## src/rtl/mips_pkg.sv

```systemverilog
// mips_pkg: instruction classes, opcodes and field positions shared by the encoder and main-control decoder.
package mips_pkg;
    typedef enum logic [2:0] {
        CLS_R    = 3'd0,
        CLS_LW   = 3'd1,
        CLS_SW   = 3'd2,
        CLS_BEQ  = 3'd3,
        CLS_ADDI = 3'd4
    } instr_class_t;

    localparam logic [5:0] OP_R    = 6'h00;
    localparam logic [5:0] OP_LW   = 6'h23;
    localparam logic [5:0] OP_SW   = 6'h2B;
    localparam logic [5:0] OP_BEQ  = 6'h04;
    localparam logic [5:0] OP_ADDI = 6'h08;

    localparam int OP_LSB    = 26;
    localparam int RS_LSB    = 21;
    localparam int RT_LSB    = 16;
    localparam int RD_LSB    = 11;
    localparam int SHAMT_LSB = 6;

    // Illegal classes map to OP_R; callers gate them out before use.
    function automatic logic [5:0] class_opcode(input logic [2:0] c);
        return (c == CLS_LW)   ? OP_LW :
               (c == CLS_SW)   ? OP_SW :
               (c == CLS_BEQ)  ? OP_BEQ :
               (c == CLS_ADDI) ? OP_ADDI : OP_R;
    endfunction
endpackage

```

## src/rtl/instr_encoder_if.sv

```systemverilog
// instr_encoder_if: field-tuple input handshake, flush control and imem write port of the encoder.
interface instr_encoder_if #(parameter int ADDR_W = 10);
    logic              in_valid;
    logic              in_ready;
    logic [2:0]        in_class;
    logic [4:0]        in_rs;
    logic [4:0]        in_rt;
    logic [4:0]        in_rd;
    logic [4:0]        in_shamt;
    logic [5:0]        in_funct;
    logic [15:0]       in_imm;
    logic              flush;
    logic              imem_stall;
    logic              imem_we;
    logic [ADDR_W-1:0] imem_addr;
    logic [31:0]       imem_wdata;
    logic              done;
    logic              err_illegal;
    logic [15:0]       word_count;

    modport master (
        output in_valid, in_class, in_rs, in_rt, in_rd, in_shamt, in_funct, in_imm, flush, imem_stall,
        input  in_ready, imem_we, imem_addr, imem_wdata, done, err_illegal, word_count
    );
    modport slave (
        input  in_valid, in_class, in_rs, in_rt, in_rd, in_shamt, in_funct, in_imm, flush, imem_stall,
        output in_ready, imem_we, imem_addr, imem_wdata, done, err_illegal, word_count
    );
endinterface

```

## src/rtl/sync_fifo.sv

```systemverilog
// sync_fifo: single-clock FIFO with wrap-bit pointers; push ignored when full, pop ignored when empty.
module sync_fifo #(
    parameter int WIDTH = 32,
    parameter int DEPTH = 4
) (
    input  logic             clk,
    input  logic             rst,
    input  logic             push,
    input  logic             pop,
    input  logic [WIDTH-1:0] wdata,
    output logic [WIDTH-1:0] rdata,
    output logic             full,
    output logic             empty
);
    localparam int AW = $clog2(DEPTH);
    logic [WIDTH-1:0] mem [DEPTH];
    logic [AW:0]      wr_ptr;
    logic [AW:0]      rd_ptr;
    assign empty = wr_ptr == rd_ptr;
    assign full  = (wr_ptr[AW] != rd_ptr[AW]) && (wr_ptr[AW-1:0] == rd_ptr[AW-1:0]);
    assign rdata = mem[rd_ptr[AW-1:0]];
    always_ff @(posedge clk) begin
        if (push && !full) mem[wr_ptr[AW-1:0]] <= wdata;
    end
    always_ff @(posedge clk) begin
        if (rst) begin
            wr_ptr <= '0;
            rd_ptr <= '0;
        end else begin
            if (push && !full) wr_ptr <= wr_ptr + 1'b1;
            if (pop && !empty) rd_ptr <= rd_ptr + 1'b1;
        end
    end
endmodule

```

## src/rtl/instr_encoder.sv

```systemverilog
// instr_encoder: encodes MIPS field tuples, buffers them and streams them into imem at consecutive word addresses.
module instr_encoder
    import mips_pkg::*;
#(
    parameter int FIFO_DEPTH = 4,
    parameter int ADDR_W     = 10,
    parameter int BASE_ADDR  = 0
) (
    input logic            clk,
    input logic            rst,
    instr_encoder_if.slave bus
);
    typedef enum logic [1:0] {RUN, FLUSH, DONE} state_t;
    localparam logic [ADDR_W-1:0] BASE = ADDR_W'(BASE_ADDR);
    state_t            state;
    logic [31:0]       enc_word;
    logic [31:0]       head;
    logic [5:0]        op;
    logic [ADDR_W-1:0] next_addr;
    logic              full, empty, legal, accept, pop, retire, drain_ok;
    always_comb begin
        op       = class_opcode(bus.in_class);
        enc_word = (bus.in_class == CLS_R) ? {op, bus.in_rs, bus.in_rt, bus.in_rd, bus.in_shamt, bus.in_funct}
                                           : {op, bus.in_rs, bus.in_rt, bus.in_imm};
    end
    assign legal        = bus.in_class <= CLS_ADDI;
    assign bus.in_ready = (state == RUN) && !full && !rst;
    assign accept       = bus.in_valid && bus.in_ready;
    assign pop          = !bus.imem_stall && !empty;
    assign retire       = bus.imem_we && !bus.imem_stall;
    // Flush completes only once the last presented write is actually taken by imem.
    assign drain_ok     = empty && (!bus.imem_we || !bus.imem_stall);
    sync_fifo #(.WIDTH(32), .DEPTH(FIFO_DEPTH)) u_fifo (
        .clk   (clk),
        .rst   (rst),
        .push  (accept && legal),
        .pop   (pop),
        .wdata (enc_word),
        .rdata (head),
        .full  (full),
        .empty (empty)
    );
    always_ff @(posedge clk) begin
        if (rst) begin
            bus.imem_we     <= 1'b0;
            bus.imem_addr   <= BASE;
            bus.imem_wdata  <= '0;
            bus.err_illegal <= 1'b0;
            bus.word_count  <= '0;
            next_addr       <= BASE;
        end else begin
            if (!bus.imem_stall) bus.imem_we <= !empty;
            if (pop) begin
                bus.imem_wdata <= head;
                bus.imem_addr  <= next_addr;
                next_addr      <= next_addr + ADDR_W'(4);
            end
            if (accept && !legal) bus.err_illegal <= 1'b1;
            if (retire && bus.word_count != 16'hFFFF) bus.word_count <= bus.word_count + 16'd1;
        end
    end
    always_ff @(posedge clk) begin
        if (rst) begin
            state    <= RUN;
            bus.done <= 1'b0;
        end else begin
            state    <= (state == RUN)   ? (bus.flush ? FLUSH : RUN) :
                        (state == FLUSH) ? (drain_ok ? DONE : FLUSH) : RUN;
            bus.done <= (state == FLUSH) && drain_ok;
        end
    end
endmodule
```

## src/flat_wrapper.sv

```systemverilog
// flat-port wrapper written by rule: the top's interface ports become plain ports
module instr_encoder_flat import mips_pkg::*;
#(
    parameter int FIFO_DEPTH = 4,
    parameter int ADDR_W     = 10,
    parameter int BASE_ADDR  = 0
)
  (clk, rst, bus_in_valid, bus_in_class, bus_in_rs, bus_in_rt, bus_in_rd, bus_in_shamt, bus_in_funct, bus_in_imm, bus_flush, bus_imem_stall, bus_in_ready, bus_imem_we, bus_imem_addr, bus_imem_wdata, bus_done, bus_err_illegal, bus_word_count);
  instr_encoder_if #(.ADDR_W(ADDR_W)) bus_i ();
  input logic clk;
  input logic rst;
  input wire logic [$bits(bus_i.in_valid)-1:0] bus_in_valid;
  input wire logic [$bits(bus_i.in_class)-1:0] bus_in_class;
  input wire logic [$bits(bus_i.in_rs)-1:0] bus_in_rs;
  input wire logic [$bits(bus_i.in_rt)-1:0] bus_in_rt;
  input wire logic [$bits(bus_i.in_rd)-1:0] bus_in_rd;
  input wire logic [$bits(bus_i.in_shamt)-1:0] bus_in_shamt;
  input wire logic [$bits(bus_i.in_funct)-1:0] bus_in_funct;
  input wire logic [$bits(bus_i.in_imm)-1:0] bus_in_imm;
  input wire logic [$bits(bus_i.flush)-1:0] bus_flush;
  input wire logic [$bits(bus_i.imem_stall)-1:0] bus_imem_stall;
  output wire logic [$bits(bus_i.in_ready)-1:0] bus_in_ready;
  output wire logic [$bits(bus_i.imem_we)-1:0] bus_imem_we;
  output wire logic [$bits(bus_i.imem_addr)-1:0] bus_imem_addr;
  output wire logic [$bits(bus_i.imem_wdata)-1:0] bus_imem_wdata;
  output wire logic [$bits(bus_i.done)-1:0] bus_done;
  output wire logic [$bits(bus_i.err_illegal)-1:0] bus_err_illegal;
  output wire logic [$bits(bus_i.word_count)-1:0] bus_word_count;
  assign bus_i.in_valid = bus_in_valid;
  assign bus_i.in_class = bus_in_class;
  assign bus_i.in_rs = bus_in_rs;
  assign bus_i.in_rt = bus_in_rt;
  assign bus_i.in_rd = bus_in_rd;
  assign bus_i.in_shamt = bus_in_shamt;
  assign bus_i.in_funct = bus_in_funct;
  assign bus_i.in_imm = bus_in_imm;
  assign bus_i.flush = bus_flush;
  assign bus_i.imem_stall = bus_imem_stall;
  assign bus_in_ready = bus_i.in_ready;
  assign bus_imem_we = bus_i.imem_we;
  assign bus_imem_addr = bus_i.imem_addr;
  assign bus_imem_wdata = bus_i.imem_wdata;
  assign bus_done = bus_i.done;
  assign bus_err_illegal = bus_i.err_illegal;
  assign bus_word_count = bus_i.word_count;
  instr_encoder #(.FIFO_DEPTH(FIFO_DEPTH), .ADDR_W(ADDR_W), .BASE_ADDR(BASE_ADDR)) u_core (.clk(clk), .rst(rst), .bus(bus_i));
endmodule
```

## config.mk

```make
export PLATFORM = sky130hd
export DESIGN_NAME = instr_encoder_flat
export DESIGN_NICKNAME = d
export VERILOG_FILES = /design/src/rtl/mips_pkg.sv /design/src/rtl/instr_encoder_if.sv /design/src/rtl/sync_fifo.sv /design/src/rtl/instr_encoder.sv /design/src/flat_wrapper.sv
export SDC_FILE = /design/constraint.sdc
export NUM_CORES = 1
export LEC_CHECK = 0
export ABC_CLOCK_PERIOD_IN_PS = 6900
export CORE_MARGIN = 2
export CORE_UTILIZATION = 58
export CTS_BUF_LIST = sky130_fd_sc_hd__clkbuf_16
export CTS_CLUSTER_DIAMETER = 120
export DETAILED_ROUTE_END_ITERATION = 16
export PLACE_DENSITY = 0.83
export RECOVER_POWER = 25
export REMOVE_ABC_BUFFERS = 1
export SLEW_MARGIN = 0
export SYNTH_ARGS = -nofsm -noshare
export SYNTH_HDL_FRONTEND = slang
export SYNTH_SLANG_ARGS = --single-unit
```

## constraint.sdc

```tcl
create_clock -name clk -period 6.9 [get_ports clk]
set_clock_uncertainty 0.2 [all_clocks]
set_input_delay 0.69 -clock clk [delete_from_list [all_inputs] [get_ports clk]]
set_output_delay 0.69 -clock clk [all_outputs]
set_load 0.01 [all_outputs]
```

# Word level (Yosys, flattened, before mapping)
# Memory sizes are Yosys's and may differ from the RTL's. A register that Yosys moved wholly into a read port is not among the register bits.
# Cells that the tools add are included.
# Widths: inputs -> output; s select.
dict set report totals {
  ff_bits 47
  romBits 0
  inputBits 50
  latch_bits 0
  n_memories 1
  out_inout_bits 62
  elab_cells 57
  ram_bits 128
}
# name depth word_bits read_ports rd_clocked_by_memory_dff wr line
set memory_table {}
lappend memory_table {u_core.u_fifo.mem 4 32 1 1 1 sync_fifo.sv:16} ;# logic [WIDTH-1:0] mem [DEPTH];
dict set report classes {
  bitwise_logic 0
  eq_ne 9
  n_div 0
  shifts 0
  muxes 11
  multipliers 0
  n_lt_le_gt_ge 1
  n_reduce_logical 22
  addsub 4
}
# cell n
set op_table {}
lappend op_table {{$mux 6} 3}
lappend op_table {{$add 16x1->16 const B} 1}
lappend op_table {{$mux 16} 1}
lappend op_table {{$ne 16x16->1 const B} 1}
lappend op_table {{$logic_and 1x1->1} 13}
lappend op_table {{$add 10x3->10 const B} 1}
lappend op_table {{$add 3x1->3 const B} 2}
lappend op_table {{$eq 3x2->1 const B} 2}
lappend op_table {{$logic_not 1->1} 6}
lappend op_table {{$mux 2} 3}
lappend op_table {{$mux 4} 1}
lappend op_table {{$eq 3x1->1 const B} 1}
lappend op_table {{$eq 3x3->1} 1}
lappend op_table {{$eq 3x3->1 const B} 1}
lappend op_table {{$le 3x3->1 const B} 1}
lappend op_table {{$logic_not 3->1} 1}
lappend op_table {{$mux 1} 3}
lappend op_table {{$eq 2x1->1 const B} 1}
lappend op_table {{$eq 2x2->1} 1}
lappend op_table {{$logic_not 2->1} 1}
lappend op_table {{$logic_or 1x1->1} 1}
lappend op_table {{$ne 1x1->1} 1}

# Depth between registers and ports, before layout
# Gate-level depths: netlist of run 1.
dict set report depth {
  word_depth 10
  ltp_mapped 7
  ltp_nobuf 5
}

# By module
# A second synthesis of run 1 with hierarchy kept.
dict set report hier_totals {
  hier_cells 595
  hier_area_um2 8167.8
}
# mod n_inst seq_area_each_um2 area_each_um2 cells_per_inst
set modules_own_cells {}
lappend modules_own_cells {sync_fifo 1 4003.8 5177.5 235}
lappend modules_own_cells {instr_encoder 1 1381.3 2990.4 360}

# Least setup slack after synthesis of run 1
# OpenSTA, ideal clock, no wires.
dict set report synth_path {
  path_type {input port to flip-flop}
  startpoint {in rst}
  endpoint {mem u_core.u_fifo.mem[3][0] (enable)}
  setup_time_ns 0.390
  stages 4
  n_path_buf 1
  t_required_ns 6.310
  arrival_time_ns 2.281
  path_slack_ns 4.028
  cell_sequence {clkbuf_1 nor4b_1 o31a_1 and3_1}
}
dict set report synth_via {
  elab_chain_cells 7
}
# item line
set synth_lines {}
lappend synth_lines {{from (decl)} flat_wrapper.sv:11} ;# input logic rst;
lappend synth_lines {{$logic_not 1->1} instr_encoder.sv:27} ;# assign bus.in_ready = (state == RUN) && !full && !rst;
lappend synth_lines {{$logic_and 1x1->1} instr_encoder.sv:27}
lappend synth_lines {{$logic_and 1x1->1} instr_encoder.sv:28} ;# assign accept = bus.in_valid && bus.in_ready;
lappend synth_lines {{$logic_and 1x1->1} instr_encoder.sv:36} ;# .push (accept && legal),
lappend synth_lines {{$logic_and 1x1->1} sync_fifo.sv:23} ;# if (push && !full) mem[wr_ptr[AW-1:0]] <= wdata;
lappend synth_lines {{$mux 1} sync_fifo.sv:23}
lappend synth_lines {{$mux 1 (not written as such)} sync_fifo.sv:23}
lappend synth_lines {{to (decl)} sync_fifo.sv:16}
# No other way between the ends.

# Worst setup path in the final report of run 1
dict set report layout_path {
  startpoint {reg u_core.u_fifo.rd_ptr[1]}
  endpoint {out bus_in_ready}
}
dict set report layout_via {
  elab_chain_cells 5
}
# item line
set layout_lines {}
lappend layout_lines {{from (decl)} sync_fifo.sv:18} ;# logic [AW:0] rd_ptr;
lappend layout_lines {{from (signal assigned)} sync_fifo.sv:31} ;# if (pop && !empty) rd_ptr <= rd_ptr + 1'b1;
lappend layout_lines {{$eq 2x2->1} sync_fifo.sv:20} ;# assign full = (wr_ptr[AW] != rd_ptr[AW]) && (wr_ptr[AW-1:0] == rd_ptr[AW-1:0]);
lappend layout_lines {{$logic_and 1x1->1} sync_fifo.sv:20}
lappend layout_lines {{$logic_not 1->1} instr_encoder.sv:27}
lappend layout_lines {{$logic_and 1x1->1 (2 in a row)} instr_encoder.sv:27}
lappend layout_lines {{to (decl)} flat_wrapper.sv:22} ;# output wire logic [$bits(bus_i.in_ready)-1:0] bus_in_ready;
# No other way between the ends.

==> results of run 1 <==
-- cell families after synthesis --
group | after synthesis | synth area share, %
xor gates and xnor gates | 9 | 1.05
muxes | 52 | 12.1
DFF | 188 | 65.6
and+or+nand+nor | 161 | 10.6
other | 1 | 0.0499
adders and majority gates | 7 | 1.17
buffers and inverters | 40 | 2.53
AOI/OAI and AO/OA | 90 | 6.93
-- state kept, by name, indices dropped and copies added, names as in the netlist --
| register | cells |
|---|---|
| u_core.bus.done | 1 |
| u_core.bus.err_illegal | 1 |
| u_core.bus.imem_addr | 8 |
| u_core.bus.imem_wdata | 29 |
| u_core.bus.imem_we | 1 |
| u_core.bus.word_count | 16 |
| u_core.next_addr | 8 |
| u_core.state | 2 |
| u_core.u_fifo.mem | 116 |
| u_core.u_fifo.rd_ptr | 3 |
| u_core.u_fifo.wr_ptr | 3 |
-- metal layers --
layer / vias to the layer above / wire, um / global-route usage [%]
met1: 2357 / 6200 / 28.4
met3: 27 / 894 / 4.94
li1: 2263 / - / -
met4: 0 / 363 / 10.2
met2: 182 / 7700 / 40.2
met5: - / 0 / 0
-- worst min-delay path, stage by stage (launching register included) --
cell	delay [ns]
dfxtp_1	0.31
nand2_1	0.05
a21oi_1	0.05
-- metrics by stage --
stage	utilization (%)	hold slack (ns)	instance area, um2	std cells
floorplan	-	0.239	7360	518
finish	73.2	0.254	9230	835
global route	73.2	0.273	9230	835
CTS	73.4	0.256	9260	835
global placement	69.0	0.245	8710	803
detailed placement	69.0	0.247	8710	803
-- cell type report --
class                      count  area [um2]
tap                          172         215
multi-input combinational    322        2400
fill                         848        3390
clock buffer                  17         425
inverter                       8        30.0
clock inverter                15         130
timing repair buffer         113        1110
sequential                   188        4930
-- power by group --
part	internal, W	switching (W)
registers	0.00122	0.0000178
logic	0.000112	0.000113
clock network	0.000472	0.000437
total	0.00181	0.000568
-- cell usage in the layout, fill, tap and decap left out, types with 5 or more instances in the layout --
cell type / synthesis / routed
edfxtp_1: 116 / 116
clkdlybuf4s50_1: 0 / 95
nand2_1: 90 / 90
dfxtp_1: 72 / 71
a21oi_1: 57 / 57
mux4_2: 29 / 29
clkbuf_16: 0 / 17
nor2_1: 13 / 13
mux2_2: 21 / 12
dlygate4sd3_1: 0 / 12
nand3_1: 11 / 11
mux2_1: 0 / 9
o21ai_0: 9 / 9
inv_1: 8 / 8
xnor2_1: 7 / 7
o31ai_1: 7 / 7
ha_1: 7 / 7
nor2b_1: 6 / 6
or4_1: 6 / 6
or3_1: 6 / 6
inv_6: 0 / 6
nor4_1: 4 / 5
clkinv_4: 0 / 5
-- worst min path at each step --
stage	slack (ns)	startpoint	end	depth (start not counted)
floorplan	0.24	u_core.next_addr[9]	u_core.bus.imem_addr[9]	2
global placement	0.24	u_core.bus.imem_addr[7]	u_core.bus.imem_addr[7]	2
detailed placement	0.25	u_core.bus.imem_wdata[24]	u_core.bus.imem_wdata[24]	2
CTS	0.26	u_core.bus.imem_wdata[24]	u_core.bus.imem_wdata[24]	2
global route	0.27	u_core.bus.imem_addr[2]	u_core.bus.imem_addr[2]	2
finish	0.25	u_core.bus.imem_addr[2]	u_core.bus.imem_addr[2]	2
==> metrics.txt, run 1 <==
outcome=complete, but fails checks; failing checks=max-capacitance violations, max-slew violations; Synth Flop Type=edfxtp_1; via count=roughly 4800; stages on the worst setup path=3; routability cong.=~0.89; Mapped Avg Cell Area=between 10 and 15 um2; clock latency on the worst-skew pair=between 0.4 and 0.5 ns; Sink Count=~190; Final Power=about 0.0024 W; EDFF count, synth=about 120; final hold violations=0; endpoints failing setup=0; Pre-Repair DR Iteration Count=4; CP Launch Type=register; height of the chip=118 um; crit path capture=bus_in_ready; post-CTS setup buffer count=0; area of the mapped netlist=7510 um2; aggregate global routing overflow=0; Synth area leaders=edfxtp_1 (46%), dfxtp_1 (19%), mux4_2 (8.7%), nand2_1 (4.5%), a21oi_1 (3.8%); port bufs=108; clk slew on worst S/H paths=0.07 ns; Ys Warns=0; largest net degree at the start of global routing=between 70 and 80; Tmin final=approximately 3.8 ns; Final Max Tran Viols=34; io pins=112; CP max stage delay=around 1.4 ns; PostCTS Resize Cnt=0; Die Wd=approximately 120 um; number of nets in the layout=707; ys async rst share=0%; commonest cells in the synthesized netlist=edfxtp_1 (116), nand2_1 (90), dfxtp_1 (72), a21oi_1 (57), mux4_2 (29); sequential-to-total area share from yosys stat=65.6%; Max-Cap Viols=1; total track usage=23.3%; CP Capture Type=output pin; reg2reg path depth=4; vias per std cell=5.78; initial core utilization=59.5%; Yosys cell types=47; first-pass GRT wire length=approximately 25000 um; layout cells sized above 1=approximately 13%; pwr dens=roughly 260 nW/um2; Pleak=a little under 3 nW; Setup TNS=0 ns; R2R Path End=u_core.next_addr[8]; RSZ-0062 raised after global routing=false; CP Cell Sequence=xor2_1 > o31a_1 > clkdlybuf4s50_1; DP Worst Slack=3.62 ns; Routed Antenna Nets=0; area of the core=around 13000 um2; crit path kind=reg -> out; DRT iter0 DRCs=427; cts bufs inserted=17; Worst Max-Slew Pin Slew=around 1.6 ns; f_max=0.262 GHz; R2R setup slack=about 3.4 ns; CP max-delay cell=dfxtp_1; Yosys reg bits=roughly 190; Slew HR=-6.63%; delay-heaviest family, CP=flip-flops; dominant cell by count in the synthesized netlist=edfxtp_1; initial antenna violation count=0; CP Data Arrival Time=slightly below 3 ns; H-tree levels=4; drt total wl=15200 um; Cells after Synth=548; CTS tree=yes; Synth area leader=edfxtp_1; CP Max Fanout=33; HP Class=reg -> reg; worst path required time=roughly 6.0 ns; Crit. Startpoint=u_core.u_fifo.rd_ptr[1]; hpwl dp=9280 um; CP bufs+invs=1; drt drc=0; DR WL/cell=between 15 and 20 um; Root Driver=clkbuf_16; Tcrit/Tclk final=a little under three fifths; Synth top area share=a little under half; Layout area overhead=22.9%; Site Rows=roughly 40; Post-CTS Hold Buffers=0; Reg-to-Reg Start=u_core.u_fifo.rd_ptr[1]; vias in the first global route=between 4000 and 5000; CTS max path bufs=2; Antenna diodes=0; peak supply drop=approximately 0.2 mV; Die ar.=roughly 14000 um2; setup ws final=3.08 ns
(Power assumes the default switching activity.)
==> inputs of run 2 (changes only) <==
Settings changed: ABC_CLOCK_PERIOD_IN_PS 6900 to 3800, CORE_UTILIZATION 58 to 54, PLACE_DENSITY 0.83 to 0.78.
Clock period 6.9 ns to 3.8 ns, I/O delays scaled along.
==> metrics.txt, run 2 (same netlist as run 1, synthesis figures left out) <==
drt total wl=15300 um; Routed Antenna Nets=0; Reg-to-Reg Start=u_core.u_fifo.rd_ptr[2]; fill count=977; Pleak=3.04 nW; routability cong.=roughly 0.8; Max-Cap Viols=0; H-tree levels=4; drt drc=0; clk slew on worst S/H paths=roughly 0.070 ns; Die Wd=approximately 120 um; Tcrit/Tclk final=69.4%; height of the chip=about 120 um; most frequent cells in the layout=edfxtp_1 (116), clkdlybuf4s50_1 (94), nand2_1 (90); CP Data Arrival Time=2.06 ns; Tmin final=around 2.6 ns; DP Worst Slack=0.945 ns; post-CTS setup buffer count=0; final hold violations=0; Crit. Startpoint=u_core.u_fifo.rd_ptr[2]; Layout area overhead=24.2%; outcome=finished, final reports clean; Sink Count=approximately 190; DRT iter0 DRCs=~380; peak supply drop=0.310 mV; Pre-Repair DR Iteration Count=4; Root Driver=clkbuf_16; Die ar.=about 15000 um2; CP Max Fanout=6; aggregate global routing overflow=0; via count=around 4800; Post-CTS Hold Buffers=0; DR WL/cell=approximately 18 um; RSZ-0062 raised after global routing=false; crit path kind=reg -> out; crit path capture=bus_in_ready; number of nets in the layout=roughly 710; PostCTS Resize Cnt=0; max FFs per register=116; port bufs=~110; setup ws final=~1.2 ns; first-pass GRT wire length=~24000 um; area of the core=between 10000 and 15000 um2; hpwl dp=9340 um; f_max=around 0.38 GHz; initial core utilization=approximately 55%; CTS tree=yes; Site Rows=43; register area=slightly below 5000 um2; R2R Path End=u_core.next_addr[5]; largest net degree at the start of global routing=73; endpoints failing setup=0; HP Class=reg -> reg; reg2reg path depth=4; initial antenna violation count=0; clock latency on the worst-skew pair=0.42 ns; R2R setup slack=between 1 and 1.5 ns; io pins=112; layout cells sized above 1=12.7%; worst path required time=~3.2 ns; total track usage=21.8%; vias per std cell=approximately 5.7; most common cell after layout, fill and taps aside=edfxtp_1; pwr dens=480 nW/um2; CP Launch Type=register; CP Capture Type=output pin; CTS max path bufs=2; Slew HR=about a quarter; Final Max Tran Viols=0; vias in the first global route=between 4000 and 5000; Hold WS=around 0.25 ns; Worst Max-Slew Pin Slew=around 1.1 ns; cts bufs inserted=17; Antenna diodes=0; area of the multi-input gates=around 2400 um2
-- run 2: cell type report --
type	instances	share of cell area (%)
clock buffers	17	4.56
clock inverters	15	1.96
inverters	8	0.322
multi-input cells	322	25.7
flip-flops and latches	188	52.8
well taps	180	2.41
repair buffers	117	12.2
-- run 2: power by group --
| group | switching [W] | internal [W] |
|---|---|---|
| sequential | 0.0000317 | 0.00222 |
| clock | 0.000721 | 0.00109 |
| combinational | 0.000210 | 0.000205 |
| total | 0.000962 | 0.00352 |
-- run 2: worst min-delay path by stage --
stage                              startpoint                         to  slack [ns]  cells after the start
detailed placement  u_core.bus.imem_wdata[20]  u_core.bus.imem_wdata[20]        0.25                      2
global route          u_core.bus.imem_addr[3]    u_core.bus.imem_addr[3]        0.28                      2
finish                u_core.bus.imem_addr[5]    u_core.bus.imem_addr[5]        0.25                      2
CTS                                       rst    u_core.u_fifo.wr_ptr[0]        0.23                      5
floorplan                 u_core.next_addr[9]    u_core.bus.imem_addr[9]        0.24                      2
global placement      u_core.bus.imem_addr[7]    u_core.bus.imem_addr[7]        0.24                      2
-- run 2: per-layer routing --
layer | share of wire (%) | global-route usage [%] | wire length, um | vias up
met2 | 52 | 37.8 | 7920 | 158
li1 | - | - | - | 2260
met4 | 1.4 | 7.04 | 212 | 0
met1 | 41 | 26.6 | 6310 | 2379
met5 | 0 | 0 | 0 | -
met3 | 5.6 | 5.81 | 865 | 19
-- run 2: critical path, cell delays in order (launching register included) --
cell	delay (ns)
dfxtp_1	0.33
xnor2_1	0.55
o31a_1	0.23
clkdlybuf4s50_1	0.53
-- run 2: metrics by stage --
step / std cells / TNS (ns) / cell area, um2 / power, W / utilization [%]
floorplan: 518 / -4.63 / 7360 / 0.00252 / -
global placement: 815 / 0 / 8750 / 0.00270 / 63.7
detailed placement: 815 / 0 / 8750 / 0.00272 / 63.7
CTS: 847 / 0 / 9350 / 0.00452 / 68.2
global route: 847 / 0 / 9330 / 0.00463 / 68.0
finish: 847 / 0 / 9330 / 0.00448 / 68.0
